**src/rtl/alu_rr_scheduler_if.sv**
```systemverilog
// Requester, response and ALU-side signal bundle for alu_rr_scheduler.
// The slave modport is the scheduler's view; the master modport is the environment's view.
interface alu_rr_scheduler_if #(
    parameter int NUM_REQ = 4,
    parameter int DATA_W  = 32,
    parameter int ID_W    = $clog2(NUM_REQ)
);
    logic [NUM_REQ-1:0]        req_valid;
    logic [NUM_REQ-1:0]        req_ready;
    logic [NUM_REQ*DATA_W-1:0] req_a;
    logic [NUM_REQ*DATA_W-1:0] req_b;
    logic [NUM_REQ*3-1:0]      req_op;
    logic                      rsp_valid;
    logic                      rsp_ready;
    logic [ID_W-1:0]           rsp_id;
    logic [DATA_W-1:0]         rsp_data;
    logic                      rsp_err;
    logic                      alu_start;
    logic [DATA_W-1:0]         alu_a;
    logic [DATA_W-1:0]         alu_b;
    logic [2:0]                alu_mode;
    logic [DATA_W-1:0]         alu_c;

    modport slave (
        input  req_valid, req_a, req_b, req_op, rsp_ready, alu_c,
        output req_ready, rsp_valid, rsp_id, rsp_data, rsp_err,
               alu_start, alu_a, alu_b, alu_mode
    );

    modport master (
        output req_valid, req_a, req_b, req_op, rsp_ready, alu_c,
        input  req_ready, rsp_valid, rsp_id, rsp_data, rsp_err,
               alu_start, alu_a, alu_b, alu_mode
    );
endinterface

```
**src/rtl/alu_rr_scheduler.sv**
```systemverilog
// Round-robin scheduler sharing one simple_alu between NUM_REQ requesters.
// Define ALU_SCHED_ACC_EN to make ACC/MAC legal (mode driven only in EXEC).
module alu_rr_scheduler #(
    parameter int NUM_REQ = 4,
    parameter int DATA_W  = 32,
    parameter int ID_W    = $clog2(NUM_REQ)
) (
    input  logic               clock,
    input  logic               reset,
    alu_rr_scheduler_if.slave  bus,
    output logic               busy
);

    localparam logic [2:0] OP_ADD = 3'd0;
    localparam logic [2:0] OP_SUB = 3'd1;
    localparam logic [2:0] OP_MUL = 3'd2;
    localparam logic [2:0] OP_DIV = 3'd3;
    localparam logic [2:0] OP_MOD = 3'd4;
    localparam logic [2:0] OP_ACC = 3'd5;
    localparam logic [2:0] OP_MAC = 3'd6;

    typedef enum logic [2:0] {
        S_IDLE,
        S_ISSUE,
        S_EXEC,
        S_CAPTURE,
        S_RESP
    } state_t;

    state_t              state_q, state_d;
    logic [ID_W-1:0]     rr_ptr_q, rr_ptr_d;
    logic [ID_W-1:0]     id_q, id_d;
    logic [2:0]          op_q, op_d;
    logic                err_q, err_d;
    logic [DATA_W-1:0]   data_q, data_d;
    logic [DATA_W-1:0]   alu_a_q, alu_a_d;
    logic [DATA_W-1:0]   alu_b_q, alu_b_d;
    logic [2:0]          alu_mode_q, alu_mode_d;

    logic                found;
    logic [ID_W-1:0]     grant;
    logic [DATA_W-1:0]   sel_a, sel_b;
    logic [2:0]          sel_op;
    logic [NUM_REQ-1:0]  req_ready_c;
    logic                alu_start_c;

    function automatic logic op_legal(input logic [2:0] op, input logic [DATA_W-1:0] b);
        logic ok;
        case (op)
            OP_ADD, OP_SUB, OP_MUL: ok = 1'b1;
            OP_DIV, OP_MOD:         ok = (b != '0);
`ifdef ALU_SCHED_ACC_EN
            OP_ACC, OP_MAC:         ok = 1'b1;
`else
            OP_ACC, OP_MAC:         ok = 1'b0;
`endif
            default:                ok = 1'b0;
        endcase
        return ok;
    endfunction

    // Accumulating modes must only be seen by the ALU while it registers (EXEC).
    function automatic logic [2:0] issue_mode(input logic [2:0] op);
`ifdef ALU_SCHED_ACC_EN
        return (op == OP_ACC || op == OP_MAC) ? OP_ADD : op;
`else
        return op;
`endif
    endfunction

    always_comb begin
        int idx;
        found = 1'b0;
        grant = '0;
        idx   = 0;
        for (int k = 0; k < NUM_REQ; k++) begin
            idx = int'(rr_ptr_q) + k;
            if (idx >= NUM_REQ) idx = idx - NUM_REQ;
            if (!found && bus.req_valid[idx]) begin
                found = 1'b1;
                grant = ID_W'(idx);
            end
        end
    end

    assign sel_a  = bus.req_a[int'(grant)*DATA_W +: DATA_W];
    assign sel_b  = bus.req_b[int'(grant)*DATA_W +: DATA_W];
    assign sel_op = bus.req_op[int'(grant)*3 +: 3];

    always_comb begin
        state_d     = state_q;
        rr_ptr_d    = rr_ptr_q;
        id_d        = id_q;
        op_d        = op_q;
        err_d       = err_q;
        data_d      = data_q;
        alu_a_d     = alu_a_q;
        alu_b_d     = alu_b_q;
        alu_mode_d  = alu_mode_q;
        req_ready_c = '0;
        alu_start_c = 1'b0;
        case (state_q)
            S_IDLE: begin
                if (found) begin
                    req_ready_c[grant] = 1'b1;
                    id_d     = grant;
                    op_d     = sel_op;
                    rr_ptr_d = (grant == ID_W'(NUM_REQ - 1)) ? '0 : grant + ID_W'(1);
                    if (op_legal(sel_op, sel_b)) begin
                        alu_a_d    = sel_a;
                        alu_b_d    = sel_b;
                        alu_mode_d = issue_mode(sel_op);
                        err_d      = 1'b0;
                        state_d    = S_ISSUE;
                    end else begin
                        err_d   = 1'b1;
                        data_d  = '0;
                        state_d = S_RESP;
                    end
                end
            end
            S_ISSUE: begin
                alu_start_c = 1'b1;
                alu_mode_d  = op_q;
                state_d     = S_EXEC;
            end
            S_EXEC: begin
                alu_mode_d = issue_mode(op_q);
                state_d    = S_CAPTURE;
            end
            S_CAPTURE: begin
                data_d  = bus.alu_c;
                state_d = S_RESP;
            end
            S_RESP: begin
                if (bus.rsp_ready) state_d = S_IDLE;
            end
            default: state_d = S_IDLE;
        endcase
    end

    always_ff @(posedge clock or posedge reset) begin
        if (reset) begin
            state_q    <= S_IDLE;
            rr_ptr_q   <= '0;
            id_q       <= '0;
            op_q       <= OP_ADD;
            err_q      <= 1'b0;
            data_q     <= '0;
            alu_a_q    <= '0;
            alu_b_q    <= '0;
            alu_mode_q <= OP_ADD;
        end else begin
            state_q    <= state_d;
            rr_ptr_q   <= rr_ptr_d;
            id_q       <= id_d;
            op_q       <= op_d;
            err_q      <= err_d;
            data_q     <= data_d;
            alu_a_q    <= alu_a_d;
            alu_b_q    <= alu_b_d;
            alu_mode_q <= alu_mode_d;
        end
    end

    assign bus.req_ready = req_ready_c;
    assign bus.rsp_valid = (state_q == S_RESP);
    assign bus.rsp_id    = id_q;
    assign bus.rsp_data  = data_q;
    assign bus.rsp_err   = err_q;
    assign bus.alu_start = alu_start_c;
    assign bus.alu_a     = alu_a_q;
    assign bus.alu_b     = alu_b_q;
    assign bus.alu_mode  = alu_mode_q;
    assign busy          = (state_q != S_IDLE);

endmodule

```
**src/flat_wrapper.sv**
```systemverilog
// flat-port wrapper written by rule: the top's interface ports become plain ports
module alu_rr_scheduler_flat 
#(
    parameter int NUM_REQ = 4,
    parameter int DATA_W  = 32,
    parameter int ID_W    = $clog2(NUM_REQ)
)
  (clock, reset, busy, bus_req_valid, bus_req_a, bus_req_b, bus_req_op, bus_rsp_ready, bus_alu_c, bus_req_ready, bus_rsp_valid, bus_rsp_id, bus_rsp_data, bus_rsp_err, bus_alu_start, bus_alu_a, bus_alu_b, bus_alu_mode);
  alu_rr_scheduler_if #(.NUM_REQ(NUM_REQ), .DATA_W(DATA_W), .ID_W(ID_W)) bus_i ();
  input  logic clock;
  input  logic reset;
  output logic busy;
  input wire logic [$bits(bus_i.req_valid)-1:0] bus_req_valid;
  input wire logic [$bits(bus_i.req_a)-1:0] bus_req_a;
  input wire logic [$bits(bus_i.req_b)-1:0] bus_req_b;
  input wire logic [$bits(bus_i.req_op)-1:0] bus_req_op;
  input wire logic [$bits(bus_i.rsp_ready)-1:0] bus_rsp_ready;
  input wire logic [$bits(bus_i.alu_c)-1:0] bus_alu_c;
  output wire logic [$bits(bus_i.req_ready)-1:0] bus_req_ready;
  output wire logic [$bits(bus_i.rsp_valid)-1:0] bus_rsp_valid;
  output wire logic [$bits(bus_i.rsp_id)-1:0] bus_rsp_id;
  output wire logic [$bits(bus_i.rsp_data)-1:0] bus_rsp_data;
  output wire logic [$bits(bus_i.rsp_err)-1:0] bus_rsp_err;
  output wire logic [$bits(bus_i.alu_start)-1:0] bus_alu_start;
  output wire logic [$bits(bus_i.alu_a)-1:0] bus_alu_a;
  output wire logic [$bits(bus_i.alu_b)-1:0] bus_alu_b;
  output wire logic [$bits(bus_i.alu_mode)-1:0] bus_alu_mode;
  assign bus_i.req_valid = bus_req_valid;
  assign bus_i.req_a = bus_req_a;
  assign bus_i.req_b = bus_req_b;
  assign bus_i.req_op = bus_req_op;
  assign bus_i.rsp_ready = bus_rsp_ready;
  assign bus_i.alu_c = bus_alu_c;
  assign bus_req_ready = bus_i.req_ready;
  assign bus_rsp_valid = bus_i.rsp_valid;
  assign bus_rsp_id = bus_i.rsp_id;
  assign bus_rsp_data = bus_i.rsp_data;
  assign bus_rsp_err = bus_i.rsp_err;
  assign bus_alu_start = bus_i.alu_start;
  assign bus_alu_a = bus_i.alu_a;
  assign bus_alu_b = bus_i.alu_b;
  assign bus_alu_mode = bus_i.alu_mode;
  alu_rr_scheduler #(.NUM_REQ(NUM_REQ), .DATA_W(DATA_W), .ID_W(ID_W)) u_core (.clock(clock), .reset(reset), .bus(bus_i), .busy(busy));
endmodule
```
**config.mk**
```make
export PLATFORM = sky130hd
export DESIGN_NAME = alu_rr_scheduler_flat
export DESIGN_NICKNAME = d
export VERILOG_FILES = /design/src/rtl/alu_rr_scheduler_if.sv /design/src/rtl/alu_rr_scheduler.sv /design/src/flat_wrapper.sv
export SDC_FILE = /design/constraint.sdc
export NUM_CORES = 1
export LEC_CHECK = 0
export ABC_AREA = 1
export BUFFER_PORTS_ARGS = -buffer_cell sky130_fd_sc_hd__buf_4
export CAP_MARGIN = 20
export CELL_PAD_IN_SITES_DETAIL_PLACEMENT = 1
export CELL_PAD_IN_SITES_GLOBAL_PLACEMENT = 2
export CORE_AREA = 5 5 156 218
export DETAILED_ROUTE_END_ITERATION = 7
export DIE_AREA = 0 0 161 223
export MAX_ROUTING_LAYER = met4
export PLACE_DENSITY = 0.89
export SLEW_MARGIN = 20
export SYNTH_ARGS = -nofsm -noshare
export SYNTH_HDL_FRONTEND = slang
export SYNTH_SLANG_ARGS = --single-unit
```
**constraint.sdc**
```tcl
create_clock -name clock -period 10.6 [get_ports clock]
set_input_delay 2.12 -clock clock [delete_from_list [all_inputs] [get_ports clock]]
set_output_delay 2.12 -clock clock [all_outputs]
set_load 0.05 [all_outputs]
```
==> results of run 1 <==
==> sequential cells by signal, summed over array words and instances, names as in the netlist <==
name / cells
u_core.bus.rsp_data: 32
u_core.bus.alu_a: 32
u_core.bus.rsp_err: 1
u_core.bus.alu_mode: 3
u_core.op_q: 3
u_core.state_q: 3
u_core.rr_ptr_q: 2
u_core.bus.alu_b: 32
u_core.bus.rsp_id: 2
==> cells in the final DEF, fill, tap and decap left out, types with 3 or more instances in the layout <==
cell type | netlist | final
nand3_1 | 72 | 72
nand2_1 | 467 | 465
ha_1 | 4 | 4
o211ai_1 | 9 | 9
nor2_4 | 3 | 3
nand3_4 | 1 | 3
nand3b_1 | 20 | 20
inv_2 | 5 | 5
inv_1 | 131 | 130
clkinv_1 | 3 | 3
clkbuf_16 | 0 | 9
dfrtp_1 | 110 | 110
buf_4 | 6 | 421
nor2_1 | 37 | 37
o21ai_0 | 26 | 26
a32o_1 | 32 | 32
a21oi_1 | 34 | 34
o21ai_1 | 62 | 62
==> worst register-to-register path: cells and delay by family (launching register included) <==
| family | cells | cell delay (ps) |
|---|---|---|
| compound gates | 2 | 350 |
| flops | 1 | 570 |
| simple gates | 15 | 2340 |
| buf+inv | 4 | 1660 |
==> layout make-up <==
class                   instances  area (um^2)
multi-input cells             776         3591
flip-flops and latches        110         2753
repair buffers                421         3161
inverters                     139        524.3
well taps                     400        500.5
clock buffers                   9        225.2
fillers                      4090        21180
clock inverters                 7        72.57
==> cells in the mapped netlist (3+ instances only) <==
library cell / n / area, um^2
nor2_4: 3 / 33.78
buf_4: 6 / 45.04
buf_1: 12 / 45.04
nand2_1: 467 / 1753
buf_2: 22 / 110.1
nor2_1: 37 / 138.9
o211ai_1: 9 / 67.56
o21ai_0: 26 / 130.1
inv_2: 5 / 18.77
clkinv_1: 3 / 11.26
dfrtp_1: 110 / 2753
a21oi_1: 34 / 170.2
inv_1: 131 / 491.7
nand3_1: 72 / 360.4
nand3b_1: 20 / 150.1
a32o_1: 32 / 320.3
o21ai_1: 62 / 310.3
buf_6: 8 / 90.09
clkbuf_1: 20 / 75.07
ha_1: 4 / 50.05
==> metal layers <==
| metal | share of wire (%) | up-vias | global-route usage (%) |
|---|---|---|---|
| met4 | 3.4 | 0 | 7.021 |
| met2 | 52 | 302 | 32.03 |
| met5 | 0 | - | - |
| met3 | 5.8 | 38 | 3.382 |
| met1 | 39 | 3906 | 19.43 |
| li1 | - | 4165 | - |
==> final timing paths <==
kind	start	slack, ps	cells past startpoint	end
min	u_core.bus.rsp_data[30]$_DFFE_PP0P_	480	2	u_core.bus.rsp_data[30]$_DFFE_PP0P_
max reg2reg	u_core.rr_ptr_q[0]$_DFFE_PP0P_	5500	21	u_core.bus.alu_a[29]$_DFFE_PP0P_
max in group asynchronous	reset	7430	3	u_core.bus.alu_mode[2]$_DFFE_PP0P_
max	bus_req_valid[1]	3650	15	bus_req_ready[1]
min in group asynchronous	reset	1790	2	u_core.bus.rsp_data[22]$_DFFE_PP0P_
min reg2reg	u_core.bus.rsp_data[30]$_DFFE_PP0P_	480	2	u_core.bus.rsp_data[30]$_DFFE_PP0P_
==> cells by family (layout without fill, tap and decap cells) <==
logic type               count (synthesis)  after routing  share of synthesized area [%]
buffers and inverters                  207            576                          12.31
AND/OR/NAND/NOR                        607            607                          34.73
adder cells (fa/ha/maj)                  4              4                         0.6946
AO/OA/AOI/OAI                          165            165                          14.06
flip-flops                             110            110                          38.20
==> stage by stage <==
step	worst slack [ps]	area [um^2]	util, %
2_1_floorplan	3874	7206	-
3_3_place_gp	3693	10520	32.88
3_5_place_dp	3631	10530	32.88
4_1_cts	3622	10820	33.81
5_1_grt	3398	10830	33.82
6_report	3651	10830	33.82
==> out/metrics.cfg, run 1 <==
[routing]
drt_wl_total_mm = 32.13
wire_per_inst_um = 17.26
drtIter0Drc = 440
dr.pass1.iters = 4
drcViolationCount = 0
vias_per_cell = 4.517
vias = 8411
detail-route-antenna-nets = 0

[yosys]
syn_area_mm2 = 0.007206
synth_enable_flop_cells = 0
synth_ff_type = dfrtp_1
async_flop_share_pct = 100.0
yosysUniqueCellTypes = 27
ys_ff_latch = 110
yosysSeqAreaShare_pct = 38.20
synthCells = 1093
yosysWarnings = 0
avgSynthCellArea_um2 = 6.593
syn-num-nets = 1404

[die]
die_h_um = 223
die_x_um = 161
coreArea_mm2 = 0.03201
fp.dieArea_mm2 = 0.03590
start_util_pct = 22.51
io-pin-count = 416
fp-row-count = 78

[clocking]
cts_resized = 0
cts_root_buffer = clkbuf_16
clkTransAtPathRegs_ps = 80
post_cts_buffers = 0
cts.sinks = 110
cts_buffers = 9
cts_max_level = 3
cts.path.max_buffers = 2
clkLatencyLatePin_ps = 370
cts_tree = yes
hold_buffers = 0

[layout]
nets = 1768
layout-drive-gt1-share_pct = 30.92
antenna_cells = 0
fin_cells = 1862
area_delta_synth_final_pct = 50.25

[timing]
finalSetupTns_ps = 0
slew_violations = 0
setup_violations = 0
worst_pin_slew_ps = 1035
fin_skew_ps = 14.45
relSlewSlack_pct = 30.93
finalCriticalPeriod_ps = 6949
fin_crit_sh_pct = 65.55
rsz0062_at_grt = no
finalHoldViolations = 0
max_freq_ghz = 0.1439
timing.hold.ws_ps = 476.6

[worst_setup_path]
cp.required_ps = 8480
crit_path_end_kind = output pin
worstPathCellList = buf_4 -> inv_1 -> nand2_1 -> nand3_1 -> nand2_1 -> nor2_4 -> nand2_1 -> nor2_4 -> inv_2 -> nand2_4 -> buf_4 -> ha_1 -> inv_1 -> nor2_1 -> buf_4
critPathBufInv = 6
critical_path_class = primary input to output pin
crit_arrival_ps = 4830
slowest_stage = buf_4
critical-path-top-delay-family = simple AND/OR/NAND/NOR gates
cp_max_fo = 69
startpoint_type = primary input
critPathMaxStageDelay_ps = 660

[global_route]
antenna_found_initial = 0
gr-total-overflow = 0
grt_pass1_wl_mm = 49.46
grt_start_max_net_pins = 88
grt_pass1_vias = 8943
grt.total_usage_pct = 17.86

[outcome]
run_status = finished, final reports clean

[place]
hpwlAfterDp_mm = 25.57
dp.cells = 1846
gp_congestion = 0.8194
port_buffers = 415

[hold_path]
hp-class = flip-flop to flip-flop

[job]
max_cap_viol_count = 0

Power of run 1 is not shown: default switching activity piles up to over one toggle a cycle in this logic, so the estimate is an artifact.
==> run 2: changes to the inputs <==
--- a/config.mk
+++ b/config.mk
@@ -5,16 +5,16 @@
 export SDC_FILE = /design/constraint.sdc
 export NUM_CORES = 1
 export LEC_CHECK = 0
-export ABC_AREA = 1
+export ABC_AREA = 0
 export BUFFER_PORTS_ARGS = -buffer_cell sky130_fd_sc_hd__buf_4
 export CAP_MARGIN = 20
 export CELL_PAD_IN_SITES_DETAIL_PLACEMENT = 1
 export CELL_PAD_IN_SITES_GLOBAL_PLACEMENT = 2
-export CORE_AREA = 5 5 156 218
+export CORE_AREA = 5 5 157 220
 export DETAILED_ROUTE_END_ITERATION = 7
-export DIE_AREA = 0 0 161 223
+export DIE_AREA = 0 0 162 225
 export MAX_ROUTING_LAYER = met4
-export PLACE_DENSITY = 0.89
+export PLACE_DENSITY = 0.81
 export SLEW_MARGIN = 20
 export SYNTH_ARGS = -nofsm -noshare
 export SYNTH_HDL_FRONTEND = slang
==> constraint.sdc (replaced) <==
create_clock -name clock -period 6.04 [get_ports clock]
set_input_delay 1.208 -clock clock [delete_from_list [all_inputs] [get_ports clock]]
set_output_delay 1.208 -clock clock [all_outputs]
set_load 0.05 [all_outputs]
==> out/metrics.cfg, run 2 <==
[timing]
fin_skew_ps = 7.113  ; -7.341 ps
finalSetupTns_ps = 0  ; unchanged
finalHoldViolations = 0  ; unchanged
rsz0062_at_grt = no
relSlewSlack_pct = 40.86  ; +9.9 points
slew_violations = 0  ; unchanged
fin_crit_sh_pct = 83.46
worst_slack_ps = 999.0  ; -2652 ps
worst_pin_slew_ps = 887.1  ; -147.9 ps
timing.hold.ws_ps = 480.9  ; +4.345 ps
finalCriticalPeriod_ps = 5041
setup_violations = 0  ; unchanged
max_freq_ghz = 0.1984

[yosys]
syn_area_mm2 = 0.006691  ; -7.1%
netlist_top_cells_count = nand2_1 (213), dfrtp_1 (110), mux2i_1 (100)
synth_enable_flop_cells = 0  ; unchanged
synth_area_leaders = dfrtp_1 (41%), mux2i_1 (15%), nand2_1 (12%), mux2_2 (8.2%), and3_1 (3.5%)
synth_top_area_cell = dfrtp_1
async_flop_share_pct = 100.0  ; unchanged
ys_ff_latch = 110  ; unchanged
synth_most_common_cell = nand2_1
yosysUniqueCellTypes = 42  ; +56%
avgSynthCellArea_um2 = 9.104  ; +38%
yosysWarnings = 0  ; unchanged
yosysSeqAreaShare_pct = 41.14  ; +2.9 points
synth_ff_type = dfrtp_1
synthCells = 735  ; -33%
syn-num-nets = 1046  ; -25%
synth_top_area_share_pct = 41.14  ; +2.9 points

[global_route]
grt_pass1_vias = 7500  ; -16%
gr-total-overflow = 0  ; unchanged
grt_pass1_wl_mm = 44.20  ; -11%
grt.total_usage_pct = 16.24  ; -1.6 points
grt_start_max_net_pins = 70  ; -20%
antenna_found_initial = 0  ; unchanged

[worst_setup_path]
critical_path_class = primary input to flip-flop
critPathBufInv = 3  ; -3
startpoint_type = primary input
crit_path_end_kind = flip-flop
cp.required_ps = 6290  ; -2190 ps
cp_max_fo = 67  ; -2.9%
crit_arrival_ps = 5290  ; +460 ps
worstPathCellList = buf_4 -> nand2b_1 -> a21oi_1 -> nor3_4 -> inv_6 -> buf_4 -> mux2i_1 -> mux2_2 -> nand4_1 -> nor4_2 -> o211ai_1 -> nand3_4 -> mux2_2
critical-path-top-delay-family = simple AND/OR/NAND/NOR gates
slowest_stage = nand3_4
critPathMaxStageDelay_ps = 700  ; +40 ps

[clocking]
post_cts_buffers = 0  ; unchanged
cts.path.max_buffers = 2  ; unchanged
clkTransAtPathRegs_ps = 80  ; about the same
cts_resized = 0  ; unchanged
cts_root_buffer = clkbuf_16
cts.sinks = 110  ; unchanged
hold_buffers = 0  ; unchanged
clkLatencyLatePin_ps = 360  ; about the same
cts_tree = yes
cts_buffers = 9  ; unchanged
cts_max_level = 3  ; unchanged

[power]
p_sw_mw = 3.093
p_leak_nw = 5.519
p_sw_share_pct = 52.67
power_frac_clock_pct = 10.8
power_density_mw_per_mm2 = 559.8
p_comb_share_pct = 66.2
irDropWorstVdd_v = 0.0001820
intPower_mw = 2.780
power_mw = 5.873
pwr-share-seq_pct = 23.1

[die]
io-pin-count = 416  ; unchanged
die_h_um = 225  ; +0.90%
coreArea_mm2 = 0.03221  ; +0.61%
fp-row-count = 78  ; unchanged
die_x_um = 162  ; +0.62%
fp.dieArea_mm2 = 0.03645  ; +1.5%
start_util_pct = 20.78  ; -1.7 points

[layout]
nets = 1435  ; -19%
layout-drive-gt1-share_pct = 44.24  ; +13 points
antenna_cells = 0  ; unchanged
design_area_mm2 = 0.01049  ; -3.1%
final_util_pct = 32.58  ; -1.2 points
fillers = 3817  ; -6.7%
area_delta_synth_final_pct = 56.79
final_cell_mix = buf_4 (427), nand2_1 (213), dfrtp_1 (110), mux2i_1 (100), mux2_2 (49)
final_common_cell = buf_4
fin_cells = 1528  ; -18%

[routing]
wire_per_inst_um = 19.59  ; +14%
detail-route-antenna-nets = 0  ; unchanged
drt_wl_total_mm = 29.94  ; -6.8%
vias_per_cell = 4.450  ; -1.5%
dr.pass1.iters = 4  ; unchanged
drtIter0Drc = 249  ; -43%
vias = 6799  ; -19%
drcViolationCount = 0  ; unchanged

[hold_path]
hp-class = flip-flop to flip-flop

[job]
max_cap_viol_count = 0  ; unchanged

[outcome]
run_status = finished, final reports clean

[place]
placed_area_mm2 = 0.01019  ; -3.2%
gp_congestion = 0.8310  ; +1.4%
hpwlAfterDp_mm = 24.02  ; -6.1%
port_buffers = 415  ; unchanged
dp.cells = 1513  ; -18%
pre_cts_ws_ps = 601.5  ; -3030 ps

[run 2: cell types whose count changed after synthesis, moves of 15 or more]
cell and change:
nor2_1 -31, nand2_1 -254, mux2_2 +49, a21oi_1 -30, nand3_1 -68, o21ai_1 -53
and3_1 +37, mux2_1 +15, mux2i_1 +100, a31oi_1 +34, nand3b_1 -19, a32o_1 -32
inv_1 -101
[run 2: power by group through the flow]
stage,clock network [mW],logic (mW),registers [mW]
5_1_grt,0.691,4.14,1.40
4_1_cts,0.664,3.97,1.36
2_1_floorplan,0,1.45,2.54
3_3_place_gp,0,3.91,1.36
6_report,0.633,3.89,1.35
3_5_place_dp,0,3.96,1.37
[run 2: logic make-up after synthesis]
kind of cell | after synthesis | share of synthesized area [%]
muxes | 164 | 25.73
AOI/OAI and AO/OA | 88 | 7.797
and+or+nand+nor | 286 | 19.02
xor gates and xnor gates | 1 | 0.1309
DFF | 110 | 41.14
adders and majority gates | 4 | 0.7480
buffers and inverters | 82 | 5.441
[run 2: layout make-up]
cell class	instances	area (um^2)	area share [%]
clock buffer	11	242.7	2.314
clock inverter	4	55.05	0.5247
inverter	32	127.6	1.216
multi-input combinational	543	3587	34.19
sequential	110	2753	26.24
tap	400	500.5	4.770
timing repair buffer	428	3226	30.75
[run 2: worst paths after layout]
check                                                    start                                   to  slack, ps  depth (start not counted)
worst min-delay path                u_core.op_q[2]$_DFFE_PP0P_           u_core.op_q[2]$_DFFE_PP0P_        480                          2
worst min register to register      u_core.op_q[2]$_DFFE_PP0P_           u_core.op_q[2]$_DFFE_PP0P_        480                          2
min in group asynchronous                                reset  u_core.bus.rsp_data[27]$_DFFE_PP0P_       1040                          2
max in group asynchronous                                reset        u_core.state_q[2]$_DFFE_PP0P_       3850                          3
worst max-delay path                          bus_req_valid[2]     u_core.bus.alu_a[18]$_DFFE_PP0P_       1000                         13
worst max register to register  u_core.rr_ptr_q[1]$_DFFE_PP0P_     u_core.bus.alu_a[18]$_DFFE_PP0P_       1350                         12
[run 2: routing by layer]
layer  vias up  global-route usage [%]  wire length [um]
li1       3298                       -                 -
met1      3253                   17.88             11500
met2       215                   29.64             16360
met3        33                   2.891              1314
met4         0                   5.160               763
met5         -                       -                 0
[run 2: tightest hold or removal path: cells and delay by family (launching register included)]
family / cells / cell delay [ps]
DFF: 1 / 350
and+or+nand+nor: 2 / 100
Power figures use the tool's default switching activity.
